### src/rtl/instr_loader_4core_if.sv
// Loader stream input (valid/ready) and instruction RAM write port.
// The loader sits on the slave side; the stream source and RAM on the master side.
interface instr_loader_4core_if #(
  parameter int unsigned ADDR_W = 16
);
  logic              in_valid;
  logic              in_ready;
  logic [15:0]       in_data;
  logic              mem_we;
  logic [ADDR_W-1:0] mem_addr;
  logic [15:0]       mem_wdata;

  modport master (
    output in_valid, in_data,
    input  in_ready, mem_we, mem_addr, mem_wdata
  );

  modport slave (
    input  in_valid, in_data,
    output in_ready, mem_we, mem_addr, mem_wdata
  );
endinterface

### src/rtl/instr_loader_4core.sv
// Program loader for the 4-core 1-bit array: length-prefixed, checksummed word
// stream into instruction RAM, then core preset and program-counter release.
module instr_loader_4core #(
  parameter int unsigned DEPTH         = 64,
  parameter int unsigned ADDR_W        = 16,
  parameter int unsigned PRESET_CYCLES = 2
) (
  input  logic                 clk,
  input  logic                 reset,
  input  logic                 start,
  instr_loader_4core_if.slave  bus,
  output logic                 cores_reset,
  output logic                 cores_preset,
  output logic                 busy,
  output logic                 done,
  output logic                 err
);

  localparam int unsigned CNT_W = $clog2(DEPTH + 1);
  localparam int unsigned PC_W  = $clog2(PRESET_CYCLES + 1);

  typedef enum logic [2:0] {
    S_IDLE, S_LEN, S_DATA, S_CSUM, S_PRESET, S_RUN, S_ERROR
  } state_t;

  state_t            state_q, state_d;
  logic [CNT_W-1:0]  len_q, len_d;
  logic [CNT_W-1:0]  idx_q, idx_d;
  logic [15:0]       sum_q, sum_d;
  logic [PC_W-1:0]   pcnt_q, pcnt_d;
  logic              mem_we_q, mem_we_d;
  logic [ADDR_W-1:0] mem_addr_q, mem_addr_d;
  logic [15:0]       mem_wdata_q, mem_wdata_d;
  logic              busy_d, done_d, err_d, cores_reset_d, cores_preset_d;
  logic              in_ready_c;
  logic              hs_c;

  // in_ready is decoded straight from the registered state
  assign in_ready_c    = (state_q == S_LEN) || (state_q == S_DATA) || (state_q == S_CSUM);
  assign hs_c          = bus.in_valid & in_ready_c;
  assign bus.in_ready  = in_ready_c;
  assign bus.mem_we    = mem_we_q;
  assign bus.mem_addr  = mem_addr_q;
  assign bus.mem_wdata = mem_wdata_q;

  always_ff @(posedge clk) begin
    if (reset) state_q <= S_IDLE;
    else       state_q <= state_d;
  end

  always_comb begin
    state_d     = state_q;
    len_d       = len_q;
    idx_d       = idx_q;
    sum_d       = sum_q;
    pcnt_d      = pcnt_q;
    mem_we_d    = 1'b0;
    mem_addr_d  = mem_addr_q;
    mem_wdata_d = mem_wdata_q;

    case (state_q)
      S_IDLE, S_RUN, S_ERROR: begin
        if (start) begin
          state_d = S_LEN;
          idx_d   = '0;
          sum_d   = '0;
        end
      end
      S_LEN: begin
        if (hs_c) begin
          if ((bus.in_data != 16'd0) && (32'(bus.in_data) <= DEPTH)) begin
            len_d   = CNT_W'(bus.in_data);
            state_d = S_DATA;
          end else begin
            state_d = S_ERROR;
          end
        end
      end
      S_DATA: begin
        if (hs_c) begin
          mem_we_d    = 1'b1;
          mem_addr_d  = ADDR_W'(idx_q);
          mem_wdata_d = bus.in_data;
          sum_d       = sum_q + bus.in_data;
          idx_d       = idx_q + CNT_W'(1);
          if ((idx_q + CNT_W'(1)) == len_q) state_d = S_CSUM;
        end
      end
      S_CSUM: begin
        if (hs_c) begin
          pcnt_d  = '0;
          state_d = (bus.in_data == sum_q) ? S_PRESET : S_ERROR;
        end
      end
      S_PRESET: begin
        if (pcnt_q == PC_W'(PRESET_CYCLES - 1)) state_d = S_RUN;
        else                                    pcnt_d  = pcnt_q + PC_W'(1);
      end
      default: state_d = S_IDLE;
    endcase

    // Status outputs are registered from the next state so they change with it
    busy_d         = (state_d == S_LEN) || (state_d == S_DATA) ||
                     (state_d == S_CSUM) || (state_d == S_PRESET);
    done_d         = (state_d == S_RUN);
    err_d          = (state_d == S_ERROR);
    cores_reset_d  = (state_d != S_RUN);
    cores_preset_d = (state_d == S_PRESET);
  end

  always_ff @(posedge clk) begin
    if (reset) begin
      len_q        <= '0;
      idx_q        <= '0;
      sum_q        <= '0;
      pcnt_q       <= '0;
      mem_we_q     <= 1'b0;
      mem_addr_q   <= '0;
      mem_wdata_q  <= '0;
      busy         <= 1'b0;
      done         <= 1'b0;
      err          <= 1'b0;
      cores_reset  <= 1'b1;
      cores_preset <= 1'b0;
    end else begin
      len_q        <= len_d;
      idx_q        <= idx_d;
      sum_q        <= sum_d;
      pcnt_q       <= pcnt_d;
      mem_we_q     <= mem_we_d;
      mem_addr_q   <= mem_addr_d;
      mem_wdata_q  <= mem_wdata_d;
      busy         <= busy_d;
      done         <= done_d;
      err          <= err_d;
      cores_reset  <= cores_reset_d;
      cores_preset <= cores_preset_d;
    end
  end

endmodule

### src/flat_wrapper.sv
// flat-port wrapper written by rule: the top's interface ports become plain ports
module instr_loader_4core_flat 
#(
  parameter int unsigned DEPTH         = 64,
  parameter int unsigned ADDR_W        = 16,
  parameter int unsigned PRESET_CYCLES = 2
)
  (clk, reset, start, cores_reset, cores_preset, busy, done, err, bus_in_valid, bus_in_data, bus_in_ready, bus_mem_we, bus_mem_addr, bus_mem_wdata);
  instr_loader_4core_if #(.ADDR_W(ADDR_W)) bus_i ();
  input  logic clk;
  input  logic reset;
  input  logic start;
  output logic cores_reset;
  output logic cores_preset;
  output logic busy;
  output logic done;
  output logic err;
  input wire logic [$bits(bus_i.in_valid)-1:0] bus_in_valid;
  input wire logic [$bits(bus_i.in_data)-1:0] bus_in_data;
  output wire logic [$bits(bus_i.in_ready)-1:0] bus_in_ready;
  output wire logic [$bits(bus_i.mem_we)-1:0] bus_mem_we;
  output wire logic [$bits(bus_i.mem_addr)-1:0] bus_mem_addr;
  output wire logic [$bits(bus_i.mem_wdata)-1:0] bus_mem_wdata;
  assign bus_i.in_valid = bus_in_valid;
  assign bus_i.in_data = bus_in_data;
  assign bus_in_ready = bus_i.in_ready;
  assign bus_mem_we = bus_i.mem_we;
  assign bus_mem_addr = bus_i.mem_addr;
  assign bus_mem_wdata = bus_i.mem_wdata;
  instr_loader_4core #(.DEPTH(DEPTH), .ADDR_W(ADDR_W), .PRESET_CYCLES(PRESET_CYCLES)) u_core (.clk(clk), .reset(reset), .start(start), .bus(bus_i), .cores_reset(cores_reset), .cores_preset(cores_preset), .busy(busy), .done(done), .err(err));
endmodule
### config.mk
export PLATFORM = sky130hd
export DESIGN_NAME = instr_loader_4core_flat
export DESIGN_NICKNAME = d
export VERILOG_FILES = /design/src/rtl/instr_loader_4core_if.sv /design/src/rtl/instr_loader_4core.sv /design/src/flat_wrapper.sv
export SDC_FILE = /design/constraint.sdc
export NUM_CORES = 1
export LEC_CHECK = 0
export CAP_MARGIN = 10
export CORE_ASPECT_RATIO = 2
export CORE_MARGIN = 2
export CORE_UTILIZATION = 28
export CTS_BUF_LIST = sky130_fd_sc_hd__clkbuf_8
export DETAILED_ROUTE_END_ITERATION = 6
export DONT_BUFFER_PORTS = 1
export PLACE_DENSITY = 0.53
export SLEW_MARGIN = 20
export SYNTH_ARGS = -nofsm -noshare
export SYNTH_HDL_FRONTEND = slang
export SYNTH_SLANG_ARGS = --single-unit
export TNS_END_PERCENT = 10
### constraint.sdc
create_clock -name clk -period 2.2 [get_ports clk]
set_input_delay 0.22 -clock clk [delete_from_list [all_inputs] [get_ports clk]]
set_output_delay 0.22 -clock clk [all_outputs]
set_load 0.02 [all_outputs]
# --- After elaboration in Yosys (flattened, before gate mapping) ---
# Index checks and enable logic that the tools add are counted.
totals:
  in_bits: 20
  word_cells: 74
  out_inout_bits: 39
  ff_bits: 64
op_classes:
  eq_ne: 20
  n_reduce_logical: 16
  bitwise_logic: 2
  magnitude_cmp: 1
  addsub: 3
  n_mux: 19
ops:
  columns: ["op", "n"]
  rows:
  - ["$mux W16", 2]
  - ["$pmux W16 S2", 1]
  - ["$mux W3", 7]
  - ["$eq A3 B3 Y1 const B", 6]
  - ["$add A16 B16 Y16", 1]
  - ["$eq A16 B16 Y1", 1]
  - ["$le A16 B7 Y1 const B", 1]
  - ["$reduce_bool A16 Y1", 1]
  - ["$pmux W3 S5", 1]
  - ["$mux W7", 2]
  - ["$pmux W7 S2", 1]
  - ["$eq A3 B2 Y1 const B", 4]
  - ["$reduce_and A3 Y1", 3]
  - ["$add A7 B1 Y7 const B", 1]
  - ["$eq A7 B7 Y1", 1]
  - ["$eq A3 B1 Y1 const B", 2]
  - ["$mux W2", 3]
  - ["$logic_or A1 B1 Y1", 5]
  - ["$ne A2 B1 Y1 const B", 2]
  - ["$ne A2 B2 Y1 const B", 2]
  - ["$pmux W2 S2", 1]
  - ["$reduce_bool A2 Y1", 2]
  - ["$logic_not A3 Y1", 1]
  - ["$ne A3 B3 Y1 const B", 1]
  - ["9 further kinds", 9]

# --- Depth between registers and ports, before layout ---
logic_depth:
  depth_word: 10
  mapped_depth: 8
  depth_no_buf: 8

# --- Worst setup path before layout ---
# Ideal clock, no wire load.
synth_path:
  kind: "reg2reg"
  from: "reg u_core.sum_q[0]"
  to: "reg u_core.sum_q[12]"
  arrival_ns: 2.187
  path_slack_ns: -0.104
  synth_period_minus_slack_ns: 2.304
  required_ns: 2.083
  n_path_buf: 0
  stages_incl_launch_ff: 9
  setup_ns: 0.117
  cell_sequence: "dfxtp_1 ha_1 fa_1 a211oi_1 nor2_1 o211ai_1 a211oi_1 or3_1 a32o_1"
synth_via:
  elab_chain_cells: 3
synth_lines:
  columns: ["item", "line", "rtl"]
  rows:
  - ["start: declaration", "instr_loader_4core.sv:29", "logic [15:0] sum_q, sum_d;"]
  - ["start signal: assignment", "instr_loader_4core.sv:128", "sum_q <= sum_d;"]
  - ["$add A16 B16 Y16", "instr_loader_4core.sv:84", "sum_d = sum_q + bus.in_data;"]
  - ["$mux W16", "instr_loader_4core.sv:80", "if (hs_c) begin"]
  - ["$pmux W16 S2", "instr_loader_4core.sv:61", "case (state_q)"]
# Every way passes these cells. The select of a mux whose other input is x is not followed.
# A chain may end at the register's enable or synchronous reset.

# --- Worst setup path in the final report ---
# Ends and elaborated chain as after synthesis.

==> flow_summary_export.csv <==
group,metric,value,unit
worst_setup_path,cp.arrival,2.43,ns
floorplanning,die_h,160.3,um
clocking,clk_pin_slew_worst_paths,0.08,ns
power,max-vdd-ir-drop,0.0003446,V
min_path,min-delay-path-class,"in -> reg",
global_routing,grt_usage,16.04,%
clocking,numCtsBuffers,9,
floorplanning,coreArea,12050,um2
cells_and_area,drive_above_1_share,12.22,%
routing,ant_nets,0,
cells_and_area,final_cell_mix,"nand2_1 (64), dfxtp_1 (63), a21oi_1 (44), nor2_1 (41), o21ai_0 (20)",
min_path,hold_depth,2,
placement,dpl.hpwl,7.283,mm
logic_synthesis,ys_ff_latch,64,
worst_setup_path,required,2.46,ns
sta,period_needed,2.179,ns
cells_and_area,diodes,0,
min_path,worst_hold_startpoint,"bus_in_data[10]",
power,leakagePower,1.490,nW
global_routing,antenna_found_initial,0,
cells_and_area,area_delta_synth_final,18.18,%
routing,drt-total-wl,9.945,mm
floorplanning,pin_count,59,
min_path,min_to,"u_core.bus.mem_wdata[10]$_SDFFE_PP0P_",
sta,rsz0062_at_grt,"true",
placement,io_buffers,0,
routing,via_count,3070,
logic_synthesis,netlist_area,3421,um2
job,maxCapViolations,0,
logic_synthesis,synth-async-reset-ratio,0,%
logic_synthesis,netlist_instances,423,
clocking,h-tree-depth,3,
clocking,clock_path_buffers,2,
clocking,clock-sinks,64,
floorplanning,start_util,28.38,%
run_status,status,"finished, final reports clean",
worst_setup_path,end_kind,"register",
sta,hold_violations,0,
worst_setup_path,reg2reg_from,"u_core.sum_q[0]$_SDFFE_PP0P_",
cells_and_area,fin_nets,483,
worst_setup_path,reg2reg_depth,9,
logic_synthesis,avgSynthCellArea,8.087,um2
sta,period_share,99.03,%
global_routing,grt_remaining_overflow,0,
worst_setup_path,cp_max_fo,3,
power,p_per_area,636.3,nW/um2
routing,post_drt_via_cell_ratio,5.142,
sta,skew,0.008226,ns
sta,setup_slack,0.02137,ns
placement,dp_slack,-0.07768,ns
cells_and_area,final_common_cell,"nand2_1",
worst_setup_path,reg2reg_slack,0.02,ns
routing,dr.pass1.iters,4,
cells_and_area,multiInputGateArea,2069,um2
logic_synthesis,synth_cell_types,55,
clocking,insertion_delay,0.36,ns
routing,drt_iter0_markers,128,
clocking,clock_tree.root_cell,"clkbuf_8",
routing,wl_per_cell,16.66,um
cells_and_area,regArea,1282,um2
global_routing,grt_max_degree,51,
worst_setup_path,start_kind,"register",
logic_synthesis,seq_area_frac_synth,37.45,%
sta,hold_slack,0.008148,ns
routing,drc,0,
clocking,tritoncts,"built",
floorplanning,die-area,13170,um2
global_routing,first_global_vias,3062,
sta,slew_violations,0,
floorplanning,die_x,82.16,um
logic_synthesis,synth_edf_count,0,
logic_synthesis,ys_dominant_reg_cell,"dfxtp_1",
worst_setup_path,r2r-end,"u_core.sum_q[12]$_SDFFE_PP0P_",
global_routing,grt_pass1_wl,15.76,mm
floorplanning,core.rowCount,57,
cells_and_area,fillers,1282,
logic_synthesis,ys.warnings.count,0,
placement,gp_congestion,0.8492,
worst_setup_path,path_class,"reg -> reg",
sta,max_freq,459.0,MHz
sta,setup_violations,0,
layout make-up:
| cell class | count | share of cell area, % |
|---|---|---|
| well taps | 147 | 4.550 |
| clock buffers | 10 | 3.405 |
| clock inverters | 6 | 1.486 |
| flip-flops and latches | 64 | 31.72 |
| repair buffers | 31 | 6.995 |
| inverters | 7 | 0.6500 |
| multi-input cells | 332 | 51.19 |
metal layers:
metal	GRT usage [%]	wire length [um]
met1	15.84	3556
met2	29.53	5566
met3	4.101	487
met4	7.879	335
met5	0	0
through the flow:
| step | total power, mW | setup TNS, ns | utilization (%) | std cells | instance area (um2) |
|---|---|---|---|---|---|
| after floorplan | 1.469 | 0 | - | 431 | 3458 |
| after detailed placement | 1.524 | -0.1468 | 30.12 | 567 | 3630 |
| after global routing | 2.701 | -0.2366 | 33.54 | 597 | 4043 |
| after global placement | 1.522 | -0.08450 | 30.12 | 567 | 3630 |
| final | 2.573 | 0 | 33.54 | 597 | 4043 |
| after CTS | 2.596 | -0.07914 | 32.94 | 596 | 3970 |
how the worst max path moves through the flow:
stage	startpoint	end	slack, ns
floorplan	u_core.sum_q[0]$_SDFFE_PP0P_	u_core.sum_q[12]$_SDFFE_PP0P_	0.02
global placement	u_core.sum_q[0]$_SDFFE_PP0P_	u_core.sum_q[12]$_SDFFE_PP0P_	-0.04
detailed placement	u_core.sum_q[0]$_SDFFE_PP0P_	u_core.sum_q[12]$_SDFFE_PP0P_	-0.08
CTS	u_core.sum_q[0]$_SDFFE_PP0P_	u_core.sum_q[12]$_SDFFE_PP0P_	-0.04
global route	u_core.sum_q[5]$_SDFFE_PP0P_	u_core.sum_q[14]$_SDFFE_PP0P_	-0.08
finish	u_core.sum_q[0]$_SDFFE_PP0P_	u_core.sum_q[12]$_SDFFE_PP0P_	0.02
kinds of logic (layout without fill, tap and decap cells):
family | after synthesis | count (layout) | share of synthesized area, %
AND/OR/NAND/NOR | 164 | 164 | 22.86
AO/OA/AOI/OAI | 115 | 115 | 20.96
flip-flops | 64 | 64 | 37.45
buffers and inverters | 35 | 54 | 4.864
adder cells (fa/ha/maj) | 18 | 18 | 6.803
XOR/XNOR | 18 | 18 | 4.609
multiplexers | 8 | 8 | 2.341
other | 1 | 9 | 0.1096
report_power, final:
group          internal (mW)  switching (mW)
sequential              1.18          0.0364
clock                  0.548           0.483
combinational          0.129           0.193
total                   1.86           0.713
critical path, stage by stage (launching register included):
cell and delay [ns]:
dfxtp_2 0.34, ha_4 0.16, fa_2 0.34, a211oi_2 0.22, nor2_1 0.08, o211ai_1 0.16, buf_4 0.15, a211oi_1 0.08
or3_1 0.31, a32o_1 0.24
cells in the mapped netlist, drive strengths merged (2+ instances only):
master | n | share of area, %
a211oi | 4 | 0.88
a21o | 12 | 2.6
a21oi | 46 | 6.7
a22oi | 8 | 1.8
a31oi | 2 | 0.37
a32o | 4 | 1.2
and2 | 7 | 1.3
buf | 11 | 2.2
clkbuf | 17 | 1.9
dfxtp | 64 | 37
ha | 17 | 6.2
inv | 7 | 0.77
mux2i | 8 | 2.3
nand2 | 64 | 7.0
nand2b | 3 | 0.55
nand3 | 9 | 1.3
nand3b | 4 | 0.88
nor2 | 42 | 4.6
nor2b | 4 | 0.73
nor3 | 8 | 1.2
nor4 | 9 | 2.3
o211ai | 4 | 0.88
o21a | 2 | 0.44
o21ai | 21 | 3.1
o31ai | 2 | 0.44
or2 | 3 | 0.55
or3 | 4 | 0.73
xnor2 | 12 | 3.1
xor2 | 6 | 1.5
flip-flops by register name, summed over array words and instances (netlist names):
| name | flops |
|---|---|
| u_core.bus.mem_addr | 7 |
| u_core.sum_q | 16 |
| u_core.state_q | 3 |
| u_core.done | 1 |
| u_core.len_q | 7 |
| u_core.err | 1 |
| u_core.pcnt_q | 2 |
| u_core.bus.mem_we | 1 |
| u_core.busy | 1 |
| u_core.cores_reset | 1 |
| u_core.cores_preset | 1 |
| u_core.bus.mem_wdata | 16 |
| u_core.idx_q | 7 |
repair_timing:
item / 4_1_cts / 5_1_grt
buffers inserted: 0 / 1
resized for setup: 1 / 17
endpoints found under the setup margin: 2 / 7
hold endpoints to repair: 50 / 0
hold buffers: 13 / 0
pin swaps: 5 / 1
(Power assumes the default switching activity.)
